`src/rtl/vga_fb_arbiter.sv`:
```
// Single-port framebuffer arbiter: display scan-out owns the RAM during active
// video; buffered host writes, then host reads, are served in blanking.
module vga_fb_arbiter #(
    parameter int AW        = 20,
    parameter int DW        = 16,
    parameter int FIFO_LOG2 = 4
) (
    input  logic                 clk,
    input  logic                 rst_n,
    input  logic                 de,
    input  logic [11:0]          hdata,
    input  logic [11:0]          vdata,
    input  logic [AW-1:0]        fb_base,
    output logic                 mem_en,
    output logic                 mem_we,
    output logic [AW-1:0]        mem_addr,
    output logic [DW-1:0]        mem_wdata,
    input  logic [DW-1:0]        mem_rdata,
    output logic [DW-1:0]        pix_data,
    output logic                 pix_de,
    input  logic                 host_wr_valid,
    output logic                 host_wr_ready,
    input  logic [AW-1:0]        host_wr_addr,
    input  logic [DW-1:0]        host_wr_data,
    input  logic                 host_rd_valid,
    output logic                 host_rd_ready,
    input  logic [AW-1:0]        host_rd_addr,
    output logic [DW-1:0]        host_rd_data,
    output logic                 host_rd_data_valid,
    output logic [FIFO_LOG2:0]   fifo_level
);
    localparam int DEPTH = 1 << FIFO_LOG2;
    localparam logic [FIFO_LOG2:0] FULL_COUNT = (FIFO_LOG2+1)'(DEPTH);

    typedef enum logic [1:0] {S_IDLE, S_DISP, S_WR, S_RD} state_t;
    state_t state_reg, state_next;

    logic [AW+DW-1:0]     fifo_mem [DEPTH];
    logic [FIFO_LOG2-1:0] wr_ptr_reg, rd_ptr_reg;
    logic [FIFO_LOG2:0]   count_reg;
    logic [AW-1:0]        ofs_reg, base_reg;
    logic                 rd_pending_reg, rd_busy_reg;
    logic [AW-1:0]        rd_addr_reg;
    logic                 disp_d_reg, rd_d_reg;

    logic                 fifo_empty, push, pop, frame_start, rd_accept;
    logic [AW-1:0]        disp_addr;
    logic [AW+DW-1:0]     fifo_head;
    logic                 mem_en_next, mem_we_next;
    logic [AW-1:0]        mem_addr_next;
    logic [DW-1:0]        mem_wdata_next;

    assign fifo_empty    = (count_reg == '0);
    assign host_wr_ready = (count_reg != FULL_COUNT);
    assign host_rd_ready = !rd_busy_reg;
    assign fifo_level    = count_reg;
    assign push          = host_wr_valid && host_wr_ready;
    assign pop           = (state_next == S_WR);
    assign rd_accept     = host_rd_valid && !rd_busy_reg;
    assign fifo_head     = fifo_mem[rd_ptr_reg];

    // The first pixel of a frame uses the incoming base directly so a page flip
    // takes effect on that very pixel.
    assign frame_start = de && (hdata == 12'd0) && (vdata == 12'd0);
    assign disp_addr   = frame_start ? fb_base : base_reg + ofs_reg;

    always_comb begin
        state_next     = S_IDLE;
        mem_en_next    = 1'b0;
        mem_we_next    = 1'b0;
        mem_addr_next  = '0;
        mem_wdata_next = '0;
        if (de) begin
            state_next    = S_DISP;
            mem_en_next   = 1'b1;
            mem_addr_next = disp_addr;
        end else if (!fifo_empty) begin
            state_next     = S_WR;
            mem_en_next    = 1'b1;
            mem_we_next    = 1'b1;
            mem_addr_next  = fifo_head[AW+DW-1:DW];
            mem_wdata_next = fifo_head[DW-1:0];
        end else if (rd_pending_reg) begin
            state_next    = S_RD;
            mem_en_next   = 1'b1;
            mem_addr_next = rd_addr_reg;
        end
    end

    always_ff @(posedge clk) begin
        if (push)
            fifo_mem[wr_ptr_reg] <= {host_wr_addr, host_wr_data};
    end

    always_ff @(posedge clk) begin
        if (!rst_n) begin
            state_reg          <= S_IDLE;
            mem_en             <= 1'b0;
            mem_we             <= 1'b0;
            mem_addr           <= '0;
            mem_wdata          <= '0;
            wr_ptr_reg         <= '0;
            rd_ptr_reg         <= '0;
            count_reg          <= '0;
            ofs_reg            <= '0;
            base_reg           <= '0;
            rd_pending_reg     <= 1'b0;
            rd_busy_reg        <= 1'b0;
            rd_addr_reg        <= '0;
            disp_d_reg         <= 1'b0;
            rd_d_reg           <= 1'b0;
            pix_de             <= 1'b0;
            pix_data           <= '0;
            host_rd_data       <= '0;
            host_rd_data_valid <= 1'b0;
        end else begin
            state_reg <= state_next;
            mem_en    <= mem_en_next;
            mem_we    <= mem_we_next;
            mem_addr  <= mem_addr_next;
            mem_wdata <= mem_wdata_next;

            if (de)
                ofs_reg <= frame_start ? AW'(1) : ofs_reg + AW'(1);
            if (frame_start)
                base_reg <= fb_base;

            if (push)
                wr_ptr_reg <= wr_ptr_reg + 1'b1;
            if (pop)
                rd_ptr_reg <= rd_ptr_reg + 1'b1;
            if (push && !pop)
                count_reg <= count_reg + 1'b1;
            else if (pop && !push)
                count_reg <= count_reg - 1'b1;

            // Busy spans acceptance through the response pulse: one read in flight.
            if (rd_accept) begin
                rd_busy_reg    <= 1'b1;
                rd_pending_reg <= 1'b1;
                rd_addr_reg    <= host_rd_addr;
            end else begin
                if (state_next == S_RD)
                    rd_pending_reg <= 1'b0;
                if (host_rd_data_valid)
                    rd_busy_reg <= 1'b0;
            end

            disp_d_reg         <= (state_reg == S_DISP);
            rd_d_reg           <= (state_reg == S_RD);
            pix_de             <= disp_d_reg;
            pix_data           <= disp_d_reg ? mem_rdata : '0;
            host_rd_data_valid <= rd_d_reg;
            if (rd_d_reg)
                host_rd_data <= mem_rdata;
        end
    end
endmodule
```
`config.mk`:
```
export PLATFORM = sky130hd
export DESIGN_NAME = vga_fb_arbiter
export DESIGN_NICKNAME = d
export VERILOG_FILES = /design/src/rtl/vga_fb_arbiter.sv
export SDC_FILE = /design/constraint.sdc
export NUM_CORES = 1
export LEC_CHECK = 0
export BUFFER_PORTS_ARGS = -buffer_cell sky130_fd_sc_hd__buf_2
export CORE_MARGIN = 2
export CORE_UTILIZATION = 40
export DETAILED_ROUTE_END_ITERATION = 10
export GPL_TIMING_DRIVEN = 0
export SLEW_MARGIN = 25
export SYNTH_ARGS = -nofsm -noshare
export SYNTH_HDL_FRONTEND = slang
export SYNTH_SLANG_ARGS = --single-unit
```
`constraint.sdc`:
```
create_clock -name clk -period 4.85 [get_ports clk]
set_input_delay 0.7275 -clock clk [delete_from_list [all_inputs] [get_ports clk]]
set_output_delay 0.7275 -clock clk [all_outputs]
set_load 0.005 [all_outputs]
```
; ---- Word-level counts from Yosys, hierarchy flattened
; Memories as Yosys holds them, arrays and structs flattened. A register that Yosys moved wholly into a read port is not among the register bits.
; Cells that the tools add are included.
[op_classes]
bitwise = 1
n_div = 0
n_mux = 22
shift = 0
multipliers = 0
n_eq_ne = 5
reduce_logical = 18
n_addsub = 6
order_cmp = 0
[ops]
columns = op, count
row1 = 2-to-1 mux 20 bit, 5
row2 = logical NOT 12 bit, 2
row3 = adder 20 x 1 -> 20 bit (second input constant), 1
row4 = adder 20 bit, 1
row5 = 2-to-1 mux 1 bit, 10
row6 = 2-to-1 mux 5 bit, 2
row7 = adder 4 x 1 -> 4 bit (second input constant), 2
row8 = 2-to-1 mux 4 bit, 2
row9 = == test 2 bit (second input constant), 3
row10 = logical AND 1 bit, 6
row11 = 2-to-1 mux 2 bit, 3
row12 = nonzero test 2 bit, 3
row13 = adder 5 x 1 -> 5 bit (second input constant), 1
row14 = logical NOT 5 bit, 1
row15 = inequality test 5 bit (second input constant), 1
row16 = subtractor 5 x 1 -> 5 bit (second input constant), 1
row17 = logical NOT 1 bit, 3
row18 = OR reduction 3 bit, 1
row19 = == test 2 x 1 -> 1 bit (second input constant), 1
row20 = AND reduction 2 bit, 1
row21 = OR reduction 2 bit, 1
row22 = inverter 1 bit, 1
[word_totals]
ram_bits = 576
rom_bits = 0
reg_bits = 151
n_memories = 1
out_inout_bits = 79
latch_bits = 0
[memory_table]
columns = memory, depth, width, read_ports, rd_clocked_by_memory_dff, wr, line_no
row1 = fifo_mem, 16, 36, 1, 1, 1, 38  ; logic [AW+DW-1:0] fifo_mem [DEPTH];

; ---- Logic depth before layout (Yosys ltp)
; Gate-level depths: netlist of the first run.
[logic_depth]
ltp_word = 7
depth_mapped = 13
depth_no_buf = 12

; ---- Worst setup path after synthesis of the first run
; Ideal clock, no wire load.
[synth_timing]
kind = input-to-reg
startpoint = input host_wr_valid
endpoint = memory fifo_mem[3][0] (netlist bit), enable pin
arrival_ns = 3.759
cell_stages = 4
n_path_buf = 1
path_slack_ns = 0.617
setup_ns = 0.474
required_ns = 4.376
cell_sequence = and2_1 clkbuf_1 nand2_1 nor3_1
[synth_between]
elab_chain_cells = 3
[synth_lines]
columns = element, line_no
row1 = start: declaration, 21  ; input logic host_wr_valid,
row2 = logical AND 1 bit, 57  ; assign push = host_wr_valid && host_wr_ready;
row3 = via push, 46  ; logic fifo_empty, push, pop, frame_start, rd_accept;
row4 = 2-to-1 mux 1 bit, 91  ; if (push)
row5 = 2-to-1 mux 1 bit (implied by the code), 92  ; fifo_mem[wr_ptr_reg] <= {host_wr_addr, host_wr_data};
row6 = end: declaration, 38
; The timed path passes the listed nets, and every way through them passes these cells.

; ---- Final worst setup path of the first run
[layout_timing]
startpoint = register count_reg[0] (netlist: fifo_level[0])
endpoint = register count_reg[4] (netlist: fifo_level[4])
[layout_between]
elab_chain_cells = 7
[layout_lines]
columns = element, line_no
row1 = start: declaration, 40  ; logic [FIFO_LOG2:0] count_reg;
row2 = start signal: assignment, 133  ; count_reg <= count_reg + 1'b1;
row3 = start signal: assignment, 135  ; count_reg <= count_reg - 1'b1;
row4 = logical NOT 5 bit, 53  ; assign fifo_empty = (count_reg == '0);
row5 = 2-to-1 mux 2 bit, 77  ; end else if (!fifo_empty) begin
row6 = 2-to-1 mux 2 bit, 73  ; if (de) begin
row7 = == test 2 bit, 58  ; assign pop = (state_next == S_WR);
row8 = logical NOT 1 bit, 132  ; if (push && !pop)
row9 = logical AND 1 bit, 132
row10 = 2-to-1 mux 5 bit / nonzero test 2 bit (equally long branches), -
; Several ways; a longest one is shown, not always the timed one. The select of a mux whose other input is x is not followed.
; A chain may end at the register's enable or synchronous reset.

==> flow_metrics.tcl, run 1 <==
set metrics [dict create \
    status "complete, no violations" \
    irDropWorstVdd_mv 0.326 \
    synth_ff_type "edfxtp_1" \
    critPathKind "reg -> reg" \
    critPathArrivalTime_ns 4.69 \
    clk_path_buf_depth 3 \
    yosysTopAreaCell "edfxtp_1" \
    start_util 0.405 \
    preCtsSetupSlack_ns 0.633 \
    layout_common_cells "edfxtp_1 (576), buf_2 (215), mux4_2 (173)" \
    synth_nets 1736 \
    wl_per_cell_microns 25.4 \
    synth.area.top_cells "edfxtp_1 (61%), mux4_2 (14%), dfxtp_1 (11%)" \
    hold_end "mem_addr[12]$_SDFF_PN0_" \
    cts_resized 0 \
    fin_crit_ns 4.15 \
    p_leak_nw 11.6 \
    globalplace.congestion 0.925 \
    antenna_left 0 \
    rows 97 \
    viasPerCell 5.43 \
    grt_pass1_vias 16300 \
    rr_worst_depth 13 \
    antenna_found_initial 7 \
    synth.distinct_cells 64 \
    postSynth.asyncResetShare 0 \
    fmax_mhz 241 \
    first_iter_violations 1436 \
    core_sq_um 70300 \
    whs_path_depth 3 \
    clock-root-buffer "clkbuf_16" \
    vias 15800 \
    power_density_nw_per_um2 448 \
    cp.required_ns 5.39 \
    yosysTopAreaCellShare 0.607 \
    grt_max_degree 17 \
    yosysSeqAreaShare 0.716 \
    syn-instance-count 1584 \
    cts_hold_buf 0 \
    cts_setup_buffers 0 \
    overflow 0 \
    grt_usage 0.203 \
    final.setup.worst_slack_ns 0.702 \
    fp.dieW_microns 271 \
    yosysWarnings 0 \
    drc 0 \
    synth_edf_count 576 \
    ios 200 \
    route.met3.wl_mm 4.73 \
    worstReg2RegEnd "fifo_level[4]$_SDFFE_PN0P_" \
    final_common_cell "edfxtp_1" \
    period_share 0.855 \
    critPathLaunchType "flop" \
    clkTransAtPathRegs_ns 0.06 \
    top_layer "met5" \
    dr.pass1.iters 5 \
    grt_setup_unrepaired "no" \
    hpwl_mm 51.6 \
    dieArea_sq_um 73400 \
    final.setup.tns_ns 0 \
    portBuffers 197 \
    largest_register_ffs 576 \
    critPathMaxFanout 10 \
    h-tree-depth 3 \
    drive_gt1_frac 0.296 \
    synthToLayoutAreaGrowth_pct 19.6 \
    worst_slew_pin_slew_ns 1.03 \
    cts_tree "built" \
    chipHeight_microns 271 \
    finClkSkew_ns 0.0217 \
    worstSkewPairLatency_ns 0.63 \
    wl_met2_mm 36.8 \
    hold_viol 0 \
    wirelength_mm 74.0 \
    clkSinkCount 731 \
    regMostFlops "fifo_mem" \
    crit-reg2reg-launch "fifo_level[0]$_SDFFE_PN0P_" \
    maxSlewHeadroom 0.311 \
    syn_area_per_cell_sq_um 18.0 \
    synth_area_sq_um 28500 \
    postSynthRegisterBits 731 \
    max_cap_viol_count 0 \
    drv_slew 0 \
    worstHoldStart "fb_base[12]" \
    wl_met1_mm 30.7 \
    setup_viol 0 \
    grt_pass1_wl_mm 109 \
    hold_class "in -> reg" \
    nets 2064 \
    rrSetupSlack_ns 0.70 \
    numCtsBuffers 75 \
    worst_setup_path_end_kind "flop" \
]
## critical path, cell delays in order (launching register included)
cell,delay [ns]
dfxtp_1,0.36
nor4_1,0.70
nor2b_1,0.31
clkbuf_1,0.53
nor2_1,0.36
inv_1,0.19
ha_1,0.20
inv_1,0.11
fa_1,0.42
a21o_1,0.17
a21oi_1,0.18
xnor2_1,0.09
or3_1,0.30
a21boi_0,0.15
## area by class of cell
type	count	area, sq um
antenna	1	2.50
buffer	80	388
clock buffer	105	2080
clock inverter	30	349
fill	5853	36200
inverter	15	56.3
multi-input combinational	758	7750
sequential	731	20400
tap	940	1180
timing repair buffer	251	1850
## metal layers
metal  global-route usage  vias to the layer above
li1                     -                     6949
met1                0.270                     8182
met2                0.341                      544
met3               0.0402                      130
met4               0.0534                       12
met5                    0                        -
## cells by family (layout without fill, tap and decap cells)
| group | count (synthesis) | count (layout) | synth area share |
|---|---|---|---|
| xor gates and xnor gates | 36 | 36 | 0.0111 |
| buffers and inverters | 95 | 481 | 0.0155 |
| adders and majority gates | 31 | 31 | 0.0141 |
| DFF | 731 | 731 | 0.716 |
| other | 0 | 1 | 0 |
| AOI/OAI and AO/OA | 171 | 171 | 0.0424 |
| muxes | 200 | 200 | 0.146 |
| and+or+nand+nor | 320 | 320 | 0.0544 |
## how the worst max path moves through the flow
stage | from | to | slack (ns) | cells past startpoint
detailed placement | fifo_level[0]$_SDFFE_PN0P_ | fifo_level[4]$_SDFFE_PN0P_ | 0.63 | 13
CTS | fifo_level[0]$_SDFFE_PN0P_ | fifo_level[4]$_SDFFE_PN0P_ | 0.61 | 13
floorplan | host_wr_valid | fifo_mem[3][0]$_DFFE_PP_ | 0.62 | 4
global placement | host_wr_valid | fifo_mem[3][10]$_DFFE_PP_ | -3.19 | 5
finish | fifo_level[0]$_SDFFE_PN0P_ | fifo_level[4]$_SDFFE_PN0P_ | 0.70 | 13
global route | fifo_level[0]$_SDFFE_PN0P_ | fifo_level[4]$_SDFFE_PN0P_ | 0.34 | 13
## through the flow
| step | cells | hold WS, ns | instance area, sq um | power, W | utilization |
|---|---|---|---|---|---|
| 5_1_grt | 2910 | 0.336 | 34100 | 0.0158 | 0.485 |
| 6_report | 2911 | 0.351 | 34100 | 0.0152 | 0.485 |
| 4_1_cts | 2910 | 0.329 | 34000 | 0.0154 | 0.485 |
| 3_5_place_dp | 2775 | 0.394 | 31600 | 0.00970 | 0.450 |
| 3_3_place_gp | 2721 | 0.391 | 30600 | 0.00962 | 0.436 |
| 2_1_floorplan | 1584 | 0.383 | 28500 | 0.00876 | - |
## synth_stat cells (3+ instances only)
cell	number
mux4_2	173
a21o_1	7
and2_1	18
buf_1	12
a31oi_1	7
o21ai_0	29
nand2b_1	6
o21a_1	5
dfxtp_1	155
a221oi_1	6
nand4_1	11
nand3_1	11
inv_1	14
a22oi_1	8
buf_2	17
mux2i_1	27
buf_6	8
o31ai_1	5
o211ai_1	3
clkbuf_1	42
nand2_1	126
a21oi_1	22
xor2_1	23
nor2b_1	30
xnor2_1	13
edfxtp_1	576
a222oi_1	3
ha_1	29
a21boi_0	44
nor2_1	49
or3_1	3
nor4_1	7
and3_1	41
nor3_1	10
o21ai_1	3
a211oi_1	6
## power breakdown
part	internal, W	switching [W]
logic	0.00112	0.00129
clock network	0.00333	0.00238
registers	0.00703	0.0000956
total	0.0115	0.00376
Power figures use the tool's default switching activity.
==> inputs of run 2 (changes only) <==
--- a/config.mk
+++ b/config.mk
@@ -5,6 +5,7 @@
 export SDC_FILE = /design/constraint.sdc
 export NUM_CORES = 1
 export LEC_CHECK = 0
+export ABC_AREA = 1
 export BUFFER_PORTS_ARGS = -buffer_cell sky130_fd_sc_hd__buf_2
 export CORE_MARGIN = 2
 export CORE_UTILIZATION = 40
==> run 2 against run 1 <==
Against the previous run:
- routed wire length is 25% higher
- first-iteration DRC count is 58% higher
- sequential share of layout area is 2.8 points lower
- global-route usage is 3.5 points higher
- register-to-register slack better by 1.4 ns
- die area is 4.4% higher
- total power is 11% higher
- clock-buffer cell count is 6 lower
- via count is 39% higher
==> flow_metrics.tcl, run 2 <==
set metrics [dict create \
    status "complete, no violations" \
    chipHeight_microns 277 \
    rows 100 \
    multi_input_area_sq_um 8160 \
    start_util 0.402 \
    grt_pass1_wl_mm 136 \
    cts_hold_buf 0 \
    clk_path_buf_depth 3 \
    worst_setup_path_end_kind "flop" \
    crit_slowest_cell "dfxtp_1" \
    yosysTopAreaCellShare 0.581 \
    syn-instance-count 2700 \
    overflow 0 \
    dr.pass1.iters 6 \
    cp_slowest_stage_delay_ns 0.36 \
    yosysSeqAreaShare 0.685 \
    regMostFlops "fifo_mem" \
    largest_register_ffs 576 \
    p_leak_nw 13.3 \
    yosysWarnings 0 \
    dieArea_sq_um 76600 \
    timing.critical_path.buf_inv 3 \
    drc 0 \
    synth.distinct_cells 47 \
    clkSinkCount 731 \
    postSynth.asyncResetShare 0 \
    h-tree-depth 3 \
    wl_per_cell_microns 22.9 \
    cp.required_ns 5.39 \
    layout_common_cells "edfxtp_1 (576), nor2_1 (453), nand2_1 (409)" \
    finClkSkew_ns 0.0519 \
    top_layer "met5" \
    path_cells "nor2_1 > nand3_1 > nor2_2 > inv_2 > nand2_1 > ha_1 > inv_1 > ha_1 > nand2_1 > nor2_1 > a211oi_1 > xnor2_1 > o21ai_0 > inv_1" \
    grt_max_degree 20 \
    max_cap_viol_count 0 \
    drive_gt1_frac 0.150 \
    cts_resized 0 \
    cp_top_family "simple AND/OR/NAND/NOR gates" \
    synth_commonest_cells "edfxtp_1 (576), nor2_1 (469), nand2_1 (409)" \
    seq_area_sq_um 20400 \
    route.met3.wl_mm 7.17 \
    antenna_left 0 \
    final.setup.worst_slack_ns 2.11 \
    synth.area.top_cells "edfxtp_1 (58%), dfxtp_1 (10%), nor2_1 (5.9%)" \
    hold_viol 0 \
    irDropWorstVdd_mv 0.302 \
    yosysTopAreaCell "edfxtp_1" \
    grt_usage 0.238 \
    design_area_sq_um 35700 \
    synthToLayoutAreaGrowth_pct 20.0 \
    grt_setup_unrepaired "no" \
    postSynthRegisterBits 731 \
    ios 200 \
    clkTransAtPathRegs_ns 0.06 \
    yosys.cell_count.top_type "edfxtp_1" \
    drv_slew 0 \
    place_area_sq_um 32900 \
    nets 3161 \
    synth_edf_count 576 \
    setup_viol 0 \
    wirelength_mm 92.8 \
    fp.dieW_microns 277 \
    critPathLaunchType "flop" \
    globalplace.congestion 0.918 \
    maxSlewHeadroom 0.301 \
    critPathArrivalTime_ns 3.28 \
    synth_area_sq_um 29800 \
    synth_ff_type "edfxtp_1" \
    cts_tree "built" \
    hold_class "in -> reg" \
    antenna_found_initial 8 \
    core_sq_um 74100 \
    synth_nets 2852 \
    grt_pass1_vias 21700 \
    clock-root-buffer "clkbuf_16" \
    hpwl_mm 64.4 \
    viasPerCell 5.44 \
    period_share 0.565 \
    final_common_cell "edfxtp_1" \
    fillers 6637 \
    fmax_mhz 365 \
    critPathKind "reg -> reg" \
    preCtsSetupSlack_ns 1.80 \
    portBuffers 198 \
    first_iter_violations 2276 \
    fin_crit_ns 2.74 \
    wl_met2_mm 45.6 \
    cts_setup_buffers 0 \
    numCtsBuffers 77 \
    wl_met1_mm 37.0 \
    fin_util 0.482 \
    power_density_nw_per_um2 475 \
    vias 22000 \
    worstSkewPairLatency_ns 0.66 \
    critPathMaxFanout 7 \
    worst_slew_pin_slew_ns 1.05 \
    syn_area_per_cell_sq_um 11.0 \
]
[run 2: changes by cell type in the layout (fill, tap and decap cells not counted), moves of 54 or more]
cell,change
a21oi_1,+73
o21ai_0,+281
mux4_2,-173
o22ai_1,+54
nand3_1,+120
nand2_1,+283
inv_1,+112
nor2_1,+416
[run 2: final cells by class]
class	instances	share of cell area
buffer	148	0.0229
clock buffer	99	0.0588
antenna	4	0.000280
timing repair buffer	230	0.0515
tap	969	0.0339
multi-input combinational	1687	0.228
clock inverter	45	0.0190
sequential	731	0.571
inverter	134	0.0142
[run 2: where the power goes]
part	total (W)	switching [W]	internal (W)
clock	0.00635	0.00258	0.00376
sequential	0.00708	0.0000867	0.00700
combinational	0.00353	0.00248	0.00105
[run 2: final timing paths]
path,cells past startpoint,slack (ns),startpoint,to
max reg2reg,14,2.11,fifo_level[1]$_SDFFE_PN0P_,fifo_level[3]$_SDFFE_PN0P_
max,14,2.11,fifo_level[1]$_SDFFE_PN0P_,fifo_level[3]$_SDFFE_PN0P_
min reg2reg,1,0.42,state_reg[1]$_SDFF_PN0_,disp_d_reg$_SDFF_PN0_
min,3,0.31,mem_rdata[13],pix_data[13]$_SDFF_PN0_
[run 2: tightest hold or removal path: cells and delay by family]
family                 cells  cell delay (ns)
AND/OR/NAND/NOR            1             0.08
buffers and inverters      2             0.11
[run 2: metal layers]
metal  track usage  vias to the layer above
li1              -                    10100
met1         0.303                    10700
met2         0.411                     1011
met3        0.0388                      198
met4        0.0867                        6
met5             0                        -
[run 2: per-stage QoR]
stage / total power [W] / hold slack (ns) / cells / TNS (ns)
floorplan: 0.00919 / 0.390 / 2700 / 0
global placement: 0.0106 / 0.404 / 3867 / -210.15
detailed placement: 0.0107 / 0.415 / 3899 / 0
CTS: 0.0170 / 0.281 / 4043 / 0
global route: 0.0176 / 0.290 / 4047 / 0
finish: 0.0170 / 0.307 / 4047 / 0
[run 2: cell families after synthesis]
| kind of cell | share of synthesized area |
|---|---|
| compound gates | 0.108 |
| xor+xnor | 0.00559 |
| fa+ha+maj | 0.0135 |
| simple gates | 0.143 |
| flops | 0.685 |
| buf+inv | 0.0445 |
==> inputs of run 3 (changes only) <==
--- a/config.mk
+++ b/config.mk
@@ -5,7 +5,7 @@
 export SDC_FILE = /design/constraint.sdc
 export NUM_CORES = 1
 export LEC_CHECK = 0
-export ABC_AREA = 1
+export ABC_AREA = 0
 export BUFFER_PORTS_ARGS = -buffer_cell sky130_fd_sc_hd__buf_2
 export CORE_MARGIN = 2
 export CORE_UTILIZATION = 40
==> constraint.sdc (replaced) <==
create_clock -name clk -period 2.76 [get_ports clk]
set_input_delay 0.414 -clock clk [delete_from_list [all_inputs] [get_ports clk]]
set_output_delay 0.414 -clock clk [all_outputs]
set_load 0.005 [all_outputs]
==> run 3 against run 2 <==
Against the previous run:
- fmax is 0.48% higher
- worst hold slack lost 0.27 ns
- routed wire length down 20%
- via count is 28% lower
- clock-buffer cell count increased by 11
- sequential share of layout area rose by 2.3 points
- critical path type unchanged
==> flow_metrics.tcl, run 3 (synthesized netlist as in run 1, its figures left out) <==
set metrics [dict create \
    status "complete, no violations" \
    clock-root-buffer "clkbuf_16" \
    hold_class "in -> reg" \
    crit-reg2reg-launch "fifo_level[0]$_SDFFE_PN0P_" \
    core_sq_um 70300 \
    route.met3.wl_mm 5.13 \
    worst_slew_pin_slew_ns 1.02 \
    cp_slowest_stage_delay_ns 0.38 \
    antenna_found_initial 8 \
    crit_start "fifo_level[0]$_SDFFE_PN0P_" \
    nets 2074 \
    grt_usage 0.203 \
    dp.cells 2761 \
    grt_setup_unrepaired "yes" \
    cp.required_ns 3.30 \
    worstSkewPairLatency_ns 0.63 \
    critPathMaxFanout 6 \
    largest_register_ffs 576 \
    max_cap_viol_count 0 \
    rrSetupSlack_ns 0.04 \
    clk_path_buf_depth 3 \
    drive_gt1_frac 0.316 \
    multi_input_area_sq_um 7870 \
    worst_setup_path_end_kind "flop" \
    start_util 0.405 \
    power_density_nw_per_um2 781 \
    clkSinkCount 731 \
    hpwl_mm 51.1 \
    fin_util 0.489 \
    critPathKind "reg -> reg" \
    regMostFlops "fifo_mem" \
    worstReg2RegEnd "fifo_level[4]$_SDFFE_PN0P_" \
    hold_viol 0 \
    seq_area_sq_um 20400 \
    portBuffers 197 \
    place_area_sq_um 31600 \
    synthToLayoutAreaGrowth_pct 20.6 \
    fp.dieW_microns 271 \
    clkTransAtPathRegs_ns 0.06 \
    rr_worst_depth 12 \
    p_leak_nw 11.7 \
    final_cells 2926 \
    antenna_left 0 \
    viasPerCell 5.42 \
    drv_slew 0 \
    hold_end "rd_addr_reg[10]$_SDFFE_PN0P_" \
    design_area_sq_um 34400 \
    ios 200 \
    wl_per_cell_microns 25.3 \
    maxSlewHeadroom 0.316 \
    dr.pass1.iters 6 \
    chipHeight_microns 271 \
    layout_common_cells "edfxtp_1 (576), buf_2 (211), mux4_2 (173)" \
    cts_tree "built" \
    globalplace.congestion 0.903 \
    wl_met1_mm 30.3 \
    critPathLaunchType "flop" \
    fin_crit_ns 2.72 \
    vias 15900 \
    final_common_cell "edfxtp_1" \
    grt_pass1_vias 16600 \
    wl_met2_mm 37.0 \
    hold_ws_ns 0.0377 \
    worstHoldStart "host_rd_addr[10]" \
    finClkSkew_ns 0.0316 \
    setup_viol 0 \
    power_w 0.0268 \
    fillers 5857 \
    whs_path_depth 3 \
    dieArea_sq_um 73400 \
    cp_common_cell "inv_2" \
    critPathArrivalTime_ns 3.26 \
    numCtsBuffers 78 \
    rows 97 \
    h-tree-depth 3 \
    grt_max_degree 17 \
    first_iter_violations 1459 \
    path_cells "nor4_4 > nor2b_4 > nor2_4 > inv_2 > ha_4 > inv_2 > fa_2 > a21o_1 > a21oi_2 > xnor2_1 > or3_1 > a21boi_1" \
    drc 0 \
    irDropWorstVdd_mv 0.532 \
    grt_pass1_wl_mm 109 \
    period_share 0.987 \
    fmax_mhz 367 \
    crit_slowest_cell "fa_2" \
    overflow 0 \
    top_layer "met5" \
    wirelength_mm 74.1 \
]
[run 3: metal layers]
layer  vias to the layer above  GRT usage
met4                        12     0.0468
met3                       120     0.0416
met5                         -          0
met2                       572      0.349
li1                       6978          -
met1                      8177      0.265
[run 3: worst max-delay path, delay by kind of cell (launching register included)]
kind | cells | cell delay, ns
AO/OA/AOI/OAI | 3 | 0.41
XOR/XNOR | 1 | 0.09
AND/OR/NAND/NOR | 4 | 1.08
flip-flops | 1 | 0.36
adder cells (fa/ha/maj) | 2 | 0.52
buffers and inverters | 2 | 0.18
[run 3: cell type report]
class | instances | share of cell area
Antenna cell | 1 | 0.0000728
Buffer | 78 | 0.0133
Clock buffer | 110 | 0.0615
Clock inverter | 33 | 0.00841
Inverter | 15 | 0.00164
Multi-Input combinational cell | 758 | 0.229
Sequential cell | 731 | 0.594
Tap cell | 940 | 0.0342
Timing Repair Buffer | 260 | 0.0577
[run 3: stage by stage]
stage,TNS [ns],setup slack [ns]
floorplan,-176.56,-0.395
global placement,-1522.60,-3.02
detailed placement,-25.74,-0.629
CTS,-0.120,-0.0962
global route,-0.133,-0.132
finish,0,0.0352
[run 3: how the worst max path moves through the flow]
stage                                 end  slack [ns]  cells after the start
6_report       fifo_level[4]$_SDFFE_PN0P_        0.04                     12
3_3_place_gp   fifo_mem[14][11]$_DFFE_PP_       -3.02                      6
4_1_cts        fifo_level[4]$_SDFFE_PN0P_        -0.1                     13
3_5_place_dp   fifo_level[4]$_SDFFE_PN0P_       -0.63                     13
5_1_grt        fifo_level[4]$_SDFFE_PN0P_       -0.13                     12
2_1_floorplan   fifo_mem[15][0]$_DFFE_PP_       -0.40                      6
[run 3: timing repair]
item                       4_1_cts  5_1_grt
setup endpoints to repair      178       72
resized for setup               40       27
pin swaps                        3       15
hold endpoints to repair         1        0
gates cloned                     0        0
buffers inserted                 5       17
hold buffers                     1        0
[run 3: where the power goes]
group	switching, W	internal, W
clock network	0.00435	0.00542
registers	0.000177	0.0124
logic	0.00234	0.00218
total	0.00687	0.0200
